**src/rtl/line_follow_ctrl.sv**
```systemverilog
// Line-follower supervisor: decodes UART commands and barcode hits, and tracks
// line loss to gate the PID/forward-speed datapath.
module line_follow_ctrl #(
  parameter bit FAST_SIM = 1'b0
) (
  input  logic       clk,
  input  logic       rst_n,
  input  logic [7:0] cmd,
  input  logic       cmd_rdy,
  output logic       clr_cmd_rdy,
  input  logic       BC_done,
  input  logic [7:0] BC_ID,
  input  logic       line_present,
  output logic       go,
  output logic       lost,
  output logic       in_transit
);

  localparam int unsigned ID_W  = 6;
  localparam int unsigned TMR_W = 20;
  localparam logic [TMR_W-1:0] LOST_CYC  = FAST_SIM ? 20'd1024 : 20'd1_000_000;
  localparam logic [TMR_W-1:0] LOST_LAST = LOST_CYC - TMR_W'(1);
  localparam logic [1:0] OP_STOP = 2'b00;
  localparam logic [1:0] OP_GO   = 2'b01;

  typedef enum logic [1:0] {IDLE, FOLLOW, LOST, HALT} state_t;

  state_t            state_q, state_d;
  logic [ID_W-1:0]   dest_q, dest_d;
  logic [ID_W-1:0]   pend_dest_q, pend_dest_d;
  logic              pend_q, pend_d;
  logic [TMR_W-1:0]  timer_q, timer_d;
  logic              lost_d, go_d, clr_d;

  logic cmd_v_c, is_stop_c, is_go_c, bc_match_c;

  // A command is fresh only when it has not been acknowledged in the previous cycle
  assign cmd_v_c    = cmd_rdy & ~clr_cmd_rdy;
  assign is_stop_c  = cmd_v_c & (cmd[7:6] == OP_STOP);
  assign is_go_c    = cmd_v_c & (cmd[7:6] == OP_GO);
  assign bc_match_c = BC_done & (BC_ID[7:6] == 2'b00) & (BC_ID[ID_W-1:0] == dest_q);

  always_ff @(posedge clk or negedge rst_n) begin
    if (!rst_n) begin
      state_q     <= IDLE;
      dest_q      <= '0;
      pend_dest_q <= '0;
      pend_q      <= 1'b0;
      timer_q     <= '0;
      go          <= 1'b0;
      lost        <= 1'b0;
      in_transit  <= 1'b0;
      clr_cmd_rdy <= 1'b0;
    end else begin
      state_q     <= state_d;
      dest_q      <= dest_d;
      pend_dest_q <= pend_dest_d;
      pend_q      <= pend_d;
      timer_q     <= timer_d;
      go          <= go_d;
      lost        <= lost_d;
      in_transit  <= go_d;
      clr_cmd_rdy <= clr_d;
    end
  end

  // Priority: STOP > barcode match > GO > line change > timeout
  always_comb begin
    state_d     = state_q;
    dest_d      = dest_q;
    pend_dest_d = pend_dest_q;
    pend_d      = pend_q;
    timer_d     = timer_q;
    lost_d      = lost;
    clr_d       = cmd_v_c;

    case (state_q)
      IDLE: begin
        if (pend_q) begin
          dest_d  = pend_dest_q;
          pend_d  = 1'b0;
          lost_d  = 1'b0;
          timer_d = '0;
          state_d = FOLLOW;
        end else if (is_go_c) begin
          dest_d  = cmd[ID_W-1:0];
          lost_d  = 1'b0;
          timer_d = '0;
          state_d = FOLLOW;
        end
      end
      FOLLOW: begin
        if (is_stop_c || bc_match_c) begin
          state_d = HALT;
        end else if (is_go_c) begin
          dest_d = cmd[ID_W-1:0];
        end else if (!line_present) begin
          timer_d = '0;
          state_d = LOST;
        end
      end
      LOST: begin
        if (is_stop_c || bc_match_c) begin
          state_d = HALT;
        end else if (is_go_c) begin
          dest_d = cmd[ID_W-1:0];
        end else if (line_present) begin
          timer_d = '0;
          state_d = FOLLOW;
        end else if (timer_q == LOST_LAST) begin
          timer_d = '0;
          lost_d  = 1'b1;
          state_d = IDLE;
        end else begin
          timer_d = timer_q + TMR_W'(1);
        end
      end
      HALT: begin
        // A GO seen here is parked and launched from IDLE on the next cycle
        state_d = IDLE;
        if (is_go_c) begin
          pend_d      = 1'b1;
          pend_dest_d = cmd[ID_W-1:0];
        end
      end
      default: state_d = IDLE;
    endcase

    go_d = (state_d == FOLLOW) || (state_d == LOST);
  end

endmodule
```
**config.mk**
```make
export PLATFORM = sky130hd
export DESIGN_NAME = line_follow_ctrl
export DESIGN_NICKNAME = d
export VERILOG_FILES = /design/src/rtl/line_follow_ctrl.sv
export SDC_FILE = /design/constraint.sdc
export NUM_CORES = 1
export LEC_CHECK = 0
export CAP_MARGIN = 25
export CORE_MARGIN = 4
export CORE_UTILIZATION = 40
export CTS_CLUSTER_SIZE = 20
export DETAILED_ROUTE_END_ITERATION = 16
export PLACE_DENSITY = 0.58
export SLEW_MARGIN = 20
export SYNTH_ARGS = -nofsm -noshare
export SYNTH_HDL_FRONTEND = slang
export SYNTH_SLANG_ARGS = --single-unit
```
**constraint.sdc**
```tcl
create_clock -name clk -period 3.1 [get_ports clk]
set_input_delay 0.62 -clock clk [delete_from_list [all_inputs] [get_ports clk]]
set_output_delay 0.62 -clock clk [all_outputs]
set_load 0.01 [all_outputs]
```
==> results of run 1 <==
-- per-layer routing --
layer / share of wire / vias up / global-route usage
met5: 0 / - / 0
met4: 0.011 / 0 / 0.05392
met3: 0.034 / 5 / 0.03905
met1: 0.52 / 896 / 0.2307
met2: 0.44 / 33 / 0.2588
li1: - / 949 / -
-- worst max-delay path, cell delays in order --
cell and delay [ns]:
clkdlybuf4s50_1 0.43, and4bb_2 0.31, or3_1 0.10, o311ai_1 0.10, or4_1 0.43, or2_1 0.29
buf_4 0.19, o31ai_1 0.24
-- registers in the layout (all words and copies together), names as in the netlist --
name / flops
pend_dest_q: 6
timer_q: 20
state_q: 2
dest_q: 6
clr_cmd_rdy: 1
lost: 1
pend_q: 1
in_transit: 1
-- kinds of logic after synthesis --
kind of cell	after synthesis
adder cells (fa/ha/maj)	6
AND/OR/NAND/NOR	87
buffers and inverters	20
multiplexers	12
XOR/XNOR	6
AO/OA/AOI/OAI	73
flip-flops	38
-- worst min path at each step --
stage / depth (start not counted) / end / startpoint / slack [ns]
after floorplan: 0 / clr_cmd_rdy / rst_n / 0.32
after global routing: 1 / timer_q[17] / rst_n / 0.51
after global placement: 1 / pend_dest_q[3] / pend_dest_q[3] / 0.49
final: 1 / lost / rst_n / 0.45
after CTS: 1 / lost / rst_n / 0.49
after detailed placement: 2 / lost / lost / 0.49
-- layout by cell type (no fill, tap or decap), types with 5 or more instances in the layout --
master	synthesis	final
a21oi_1	9	9
a31oi_1	6	6
and3_1	5	5
buf_4	5	7
clkbuf_8	0	6
clkdlybuf4s50_1	0	23
dfrtp_1	38	38
ha_1	6	6
inv_1	8	8
mux2_2	6	6
mux2i_1	6	6
nand2_1	17	17
nand3_1	9	9
nor2_1	21	21
o21ai_0	30	30
o31ai_1	15	15
xnor2_1	6	6
-- power by group through the flow --
stage / clock (mW) / sequential (mW) / combinational [mW]
floorplan: 0 / 0.666 / 0.428
global placement: 0 / 0.679 / 0.590
detailed placement: 0 / 0.682 / 0.589
CTS: 0.375 / 0.672 / 0.593
global route: 0.402 / 0.684 / 0.676
finish: 0.365 / 0.670 / 0.598
-- final cells by class --
type	count	area (sq um)
fillers	503	2638
multi-input cells	184	1181
flip-flops and latches	38	950.9
repair buffers	31	287.8
well taps	70	87.58
clock buffers	6	82.58
inverters	8	30.03
clock inverters	2	12.51
-- cell usage after synthesis, types with 2 or more instances --
master,n,share of area
a211o_1,2,0.0078
a21oi_1,9,0.020
a31oi_1,6,0.017
and2_1,2,0.0056
and3_1,5,0.014
buf_4,5,0.017
clkbuf_1,4,0.0067
dfrtp_1,38,0.43
ha_1,6,0.034
inv_1,8,0.013
mux2_2,6,0.030
mux2i_1,6,0.027
nand2_1,17,0.029
nand2b_1,4,0.011
nand3_1,9,0.020
nand4_1,4,0.011
nand4b_1,3,0.012
nor2_1,21,0.035
nor2b_1,3,0.0084
nor3_1,4,0.0090
nor3b_1,2,0.0067
nor4b_1,2,0.0078
o21ai_0,30,0.067
o221ai_1,2,0.0078
o22ai_1,2,0.0056
o31ai_1,15,0.050
or3_1,2,0.0056
xnor2_1,6,0.024
==> metrics.yaml, run 1 <==
clock_tree:
  cts_resized: 0
  cts_max_path_buffers: 2
  cts_tree: "yes"
  cts-root-buf: "clkbuf_8"
  insertion_delay_ns: 0.30
  h-tree-depth: 2
  cts.sinks: 38
  clk_pin_slew_ns: 0.08
  cts_hold_buf: 0
  cts_setup_buffers: 0
  cts_buffers: 5
layout:
  final-instance-count-excl-fill: 339
  fin_util: 0.4995
  drive_gt1_frac: 0.09665
  num-nets-final: 295
  area.growth.synth_to_final_pct: 17.80
  fin_area_sq_mm: 0.002633
  diodes: 0
placed_design:
  dpl_cell_area_sq_mm: 0.002537
  io_buffers: 24
  dp.final_hpwl_mm: 3.519
  place_ws_ns: 0.2627
  place_congestion: 0.8200
  placed_cells: 331
die:
  io_pins: 25
  start_util: 0.4240
  core_sq_mm: 0.005270
  die_h_microns: 82.75
  fp.dieW_microns: 82.75
  die_area_sq_mm: 0.006847
  rows: 26
global_route:
  grt_pass1_vias: 1750
  grtUsageTotal: 0.1675
  grt_start_max_net_pins: 39
  grt_pass1_wl_mm: 8.756
  grt_overflow: 0
  antenna_found_initial: 0
yosys:
  synth_edf_count: 0
  synthSimpleGateAreaFrac: 0.2105
  syn_area_sq_mm: 0.002235
  syn_nets: 269
  ys_async_sr_fraction: 1.000
  seq_area_frac_synth: 0.4255
  synth-adder-area-share: 0.03359
  synth_compound_area_frac: 0.2038
  muxShareOfSynthArea: 0.05711
  synth_top_family_by_area: "simple AND/OR/NAND/NOR gates"
  synth-seq-cells: 38
  synth_cell_types: 47
  synth_cells: 242
  synth.avg_cell_area_sq_um: 9.234
  ys_dominant_reg_cell: "dfrtp_1"
  synthXorXnorAreaFrac: 0.02352
  ys_warn_count: 0
worst_setup_path:
  r2r-start: "state_q[0]"
  crit_type: "in2reg"
  start_kind: "input pin"
  worstPathMaxFanout: 10
  endpoint: "timer_q[17]"
  crit_required_ns: 3.31
  end_kind: "flop"
  cp-startpoint: "cmd[7]"
  worstPathArrival_ns: 2.72
  reg2reg_to: "timer_q[17]"
  worstRegToRegCells: 9
  r2r_setup_slack_ns: 0.65
power_and_ir_drop:
  powerDensity_mw_per_mm2: 620.1
  switching_share: 0.3627
  power.net_switching_uw: 592.2
  p_leak_nw: 1.064
  irDropWorstVdd_mv: 0.2984
  p_clk_frac: 0.224
  internal-power_mw: 1.040
  p_total_mw: 1.633
  p_comb_frac: 0.366
  seqPwrFrac: 0.410
route:
  dr.pass1.iters: 5
  wl_mm: 4.990
  drtAntennaViolNets: 0
  drc: 0
  drt-initial-drc-count: 136
  vias: 1883
  via_per_inst: 5.555
  wl_per_cell_microns: 14.72
sta:
  setup_ws_ns: 0.5843
  max-slew-margin-rel: 0.4128
  fin_setup_tns_ns: 0
  timing.final.crit_share: 0.8115
  max_slew.worst_pin.slew_ns: 0.8808
  maxSlewViolCount: 0
  finalSetupViolCount: 0
  hold_viol: 0
  hold_slack_ns: 0.4463
  rsz0062_at_grt: "false"
  fmax_mhz: 397.5
  period_minus_slack_ns: 2.516
  finalClockSkew_ns: 0.009603
outcome:
  outcome: "complete, no violations"
min_path:
  hold_path.class: "in2async"
job:
  drv_cap: 0
Power figures use the tool's default switching activity.
==> run 2, diff against run 1 <==
Clock period 3.1 ns to 2.56 ns, I/O delays scaled along.
==> metrics.yaml, run 2 (synthesis results as in run 1) <==
sta:
  period_minus_slack_ns: 2.525
  max-slew-margin-rel: 0.4323  # +0.01954
  hold_viol: 0  # unchanged
  max_slew.worst_pin.slew_ns: 0.8515  # -0.02931 ns
  fmax_mhz: 396.1
  fin_setup_tns_ns: 0  # unchanged
  setup_ws_ns: 0.03549  # -0.5488 ns
  finalClockSkew_ns: 0.004016  # -0.005587 ns
  maxSlewViolCount: 0  # unchanged
  finalSetupViolCount: 0  # unchanged
  timing.final.crit_share: 0.9861
layout:
  ff_latch_area_sq_um: 950.9  # unchanged
  regMostFlops: "timer_q"
  num-nets-final: 309  # +4.7%
  final_cell_mix: "dfrtp_1 (38), o21ai_0 (30), clkdlybuf4s50_1 (23)"
  largestRegisters: "timer_q x20, dest_q x6, pend_dest_q x6"
  largest_reg_flops: 20  # unchanged
  multiInputGateArea_sq_mm: 0.001184  # +0.21%
  area.growth.synth_to_final_pct: 24.13
  final.fill_count: 509  # +1.2%
  fin_area_sq_mm: 0.002774  # +5.4%
  diodes: 0  # unchanged
  drive_gt1_frac: 0.1449  # +0.04822
  layout_commonest_cell: "dfrtp_1"
worst_setup_path:
  worstRegToRegCells: 9  # unchanged
  end_kind: "flop"
  reg2reg_to: "timer_q[14]"
  start_kind: "flop"
  worstPathArrival_ns: 2.70  # -0.02 ns
  crit_type: "reg2reg"
  crit_required_ns: 2.73  # -0.58 ns
  endpoint: "timer_q[14]"
  cp-startpoint: "timer_q[0]"
  r2r-start: "timer_q[0]"
  worstPathMaxFanout: 5  # -5
  r2r_setup_slack_ns: 0.04  # -0.61 ns
placed_design:
  dpl_cell_area_sq_mm: 0.002625  # +3.5%
  io_buffers: 24  # unchanged
  dp.final_hpwl_mm: 3.619  # +2.8%
  place_ws_ns: -0.1518  # -0.4145 ns
  place_congestion: 0.8641  # +5.4%
clock_tree:
  cts_hold_buf: 0  # unchanged
  cts_max_path_buffers: 2  # unchanged
  h-tree-depth: 2  # unchanged
  cts.sinks: 38  # unchanged
  clk_pin_slew_ns: 0.08  # about the same
  cts-root-buf: "clkbuf_8"
  insertion_delay_ns: 0.29  # about the same
  cts_buffers: 5  # unchanged
  cts_tree: "yes"
die:
  die_area_sq_mm: 0.006847  # unchanged
  io_pins: 25  # unchanged
  core_sq_mm: 0.005270  # unchanged
  die_h_microns: 82.75  # unchanged
  rows: 26  # unchanged
  fp.dieW_microns: 82.75  # unchanged
  start_util: 0.4240  # unchanged
power_and_ir_drop:
  powerDensity_mw_per_mm2: 762.2  # +23%
  p_total_mw: 2.114  # +30%
  p_leak_nw: 1.150  # +8.0%
  irDropWorstVdd_mv: 0.3910  # +31%
route:
  drtAntennaViolNets: 0  # unchanged
  drc: 0  # unchanged
  drt-initial-drc-count: 158  # +16%
  wl_per_cell_microns: 14.57  # -1.0%
  wl_mm: 5.143  # +3.1%
  dr.pass1.iters: 5  # unchanged
  vias: 1975  # +4.9%
  via_per_inst: 5.595  # +0.73%
global_route:
  grt_pass1_wl_mm: 8.473  # -3.2%
  grt_overflow: 0  # unchanged
  antenna_found_initial: 0  # unchanged
  grt_pass1_vias: 1771  # +1.2%
  grt_start_max_net_pins: 39  # unchanged
  grtUsageTotal: 0.1612  # -0.006240
min_path:
  hold_path.class: "in2async"
outcome:
  outcome: "complete, no violations"
job:
  drv_cap: 0  # unchanged
-- run 2: through the flow --
step,hold WS (ns),instances,utilization
4_1_cts,0.3616,349,0.5188
5_1_grt,0.4065,353,0.5264
2_1_floorplan,0.2164,242,-
3_5_place_dp,0.4818,341,0.4981
6_report,0.3143,353,0.5264
3_3_place_gp,0.4855,341,0.4981
-- run 2: how the worst min path moves through the flow --
stage,endpoint,from,cells past startpoint,slack [ns]
floorplan,clr_cmd_rdy,rst_n,0,0.22
global placement,lost,lost,2,0.49
detailed placement,lost,lost,2,0.48
CTS,clr_cmd_rdy,rst_n,1,0.36
global route,clr_cmd_rdy,rst_n,1,0.41
finish,clr_cmd_rdy,rst_n,1,0.31
-- run 2: area by class of cell --
type,count,area share
multi-input combinational,184,0.4267
sequential,38,0.3428
timing repair buffer,45,0.1488
tap,70,0.03157
clock buffer,5,0.02481
clock inverter,3,0.01443
inverter,8,0.01083
-- run 2: what timing repair did --
action,4_1_cts,5_1_grt
buffers inserted,0,2
setup endpoints to repair,0,2
gates resized for setup,0,1
-- run 2: worst max-delay path: stages, from the launching register on --
cell	delay, ns
dfrtp_1	0.42
ha_2	0.23
nand3_1	0.15
or4_4	0.58
o211ai_1	0.27
buf_4	0.19
clkdlybuf4s15_2	0.26
a31oi_1	0.05
o21ai_0	0.17
o31ai_1	0.09
-- run 2: metal layers --
| metal | track usage | part of all wire | up-vias |
|---|---|---|---|
| met5 | 0 | 0 | - |
| met4 | 0.04739 | 0.012 | 0 |
| met3 | 0.03471 | 0.057 | 7 |
| met2 | 0.2308 | 0.44 | 73 |
| met1 | 0.2417 | 0.49 | 923 |
| li1 | - | - | 972 |
-- run 2: power breakdown --
part           switching, mW  internal (mW)  leakage (nW)
combinational          0.443          0.374         0.586
clock                  0.224          0.287        0.0579
sequential            0.0671          0.719         0.506
==> run 3, diff against run 2 <==
Settings changed: SLEW_MARGIN 20 to unset, TNS_END_PERCENT set to 20.
==> results of run 3 <==
No change in the layout: final DEF, timing and power equal those of run 2.
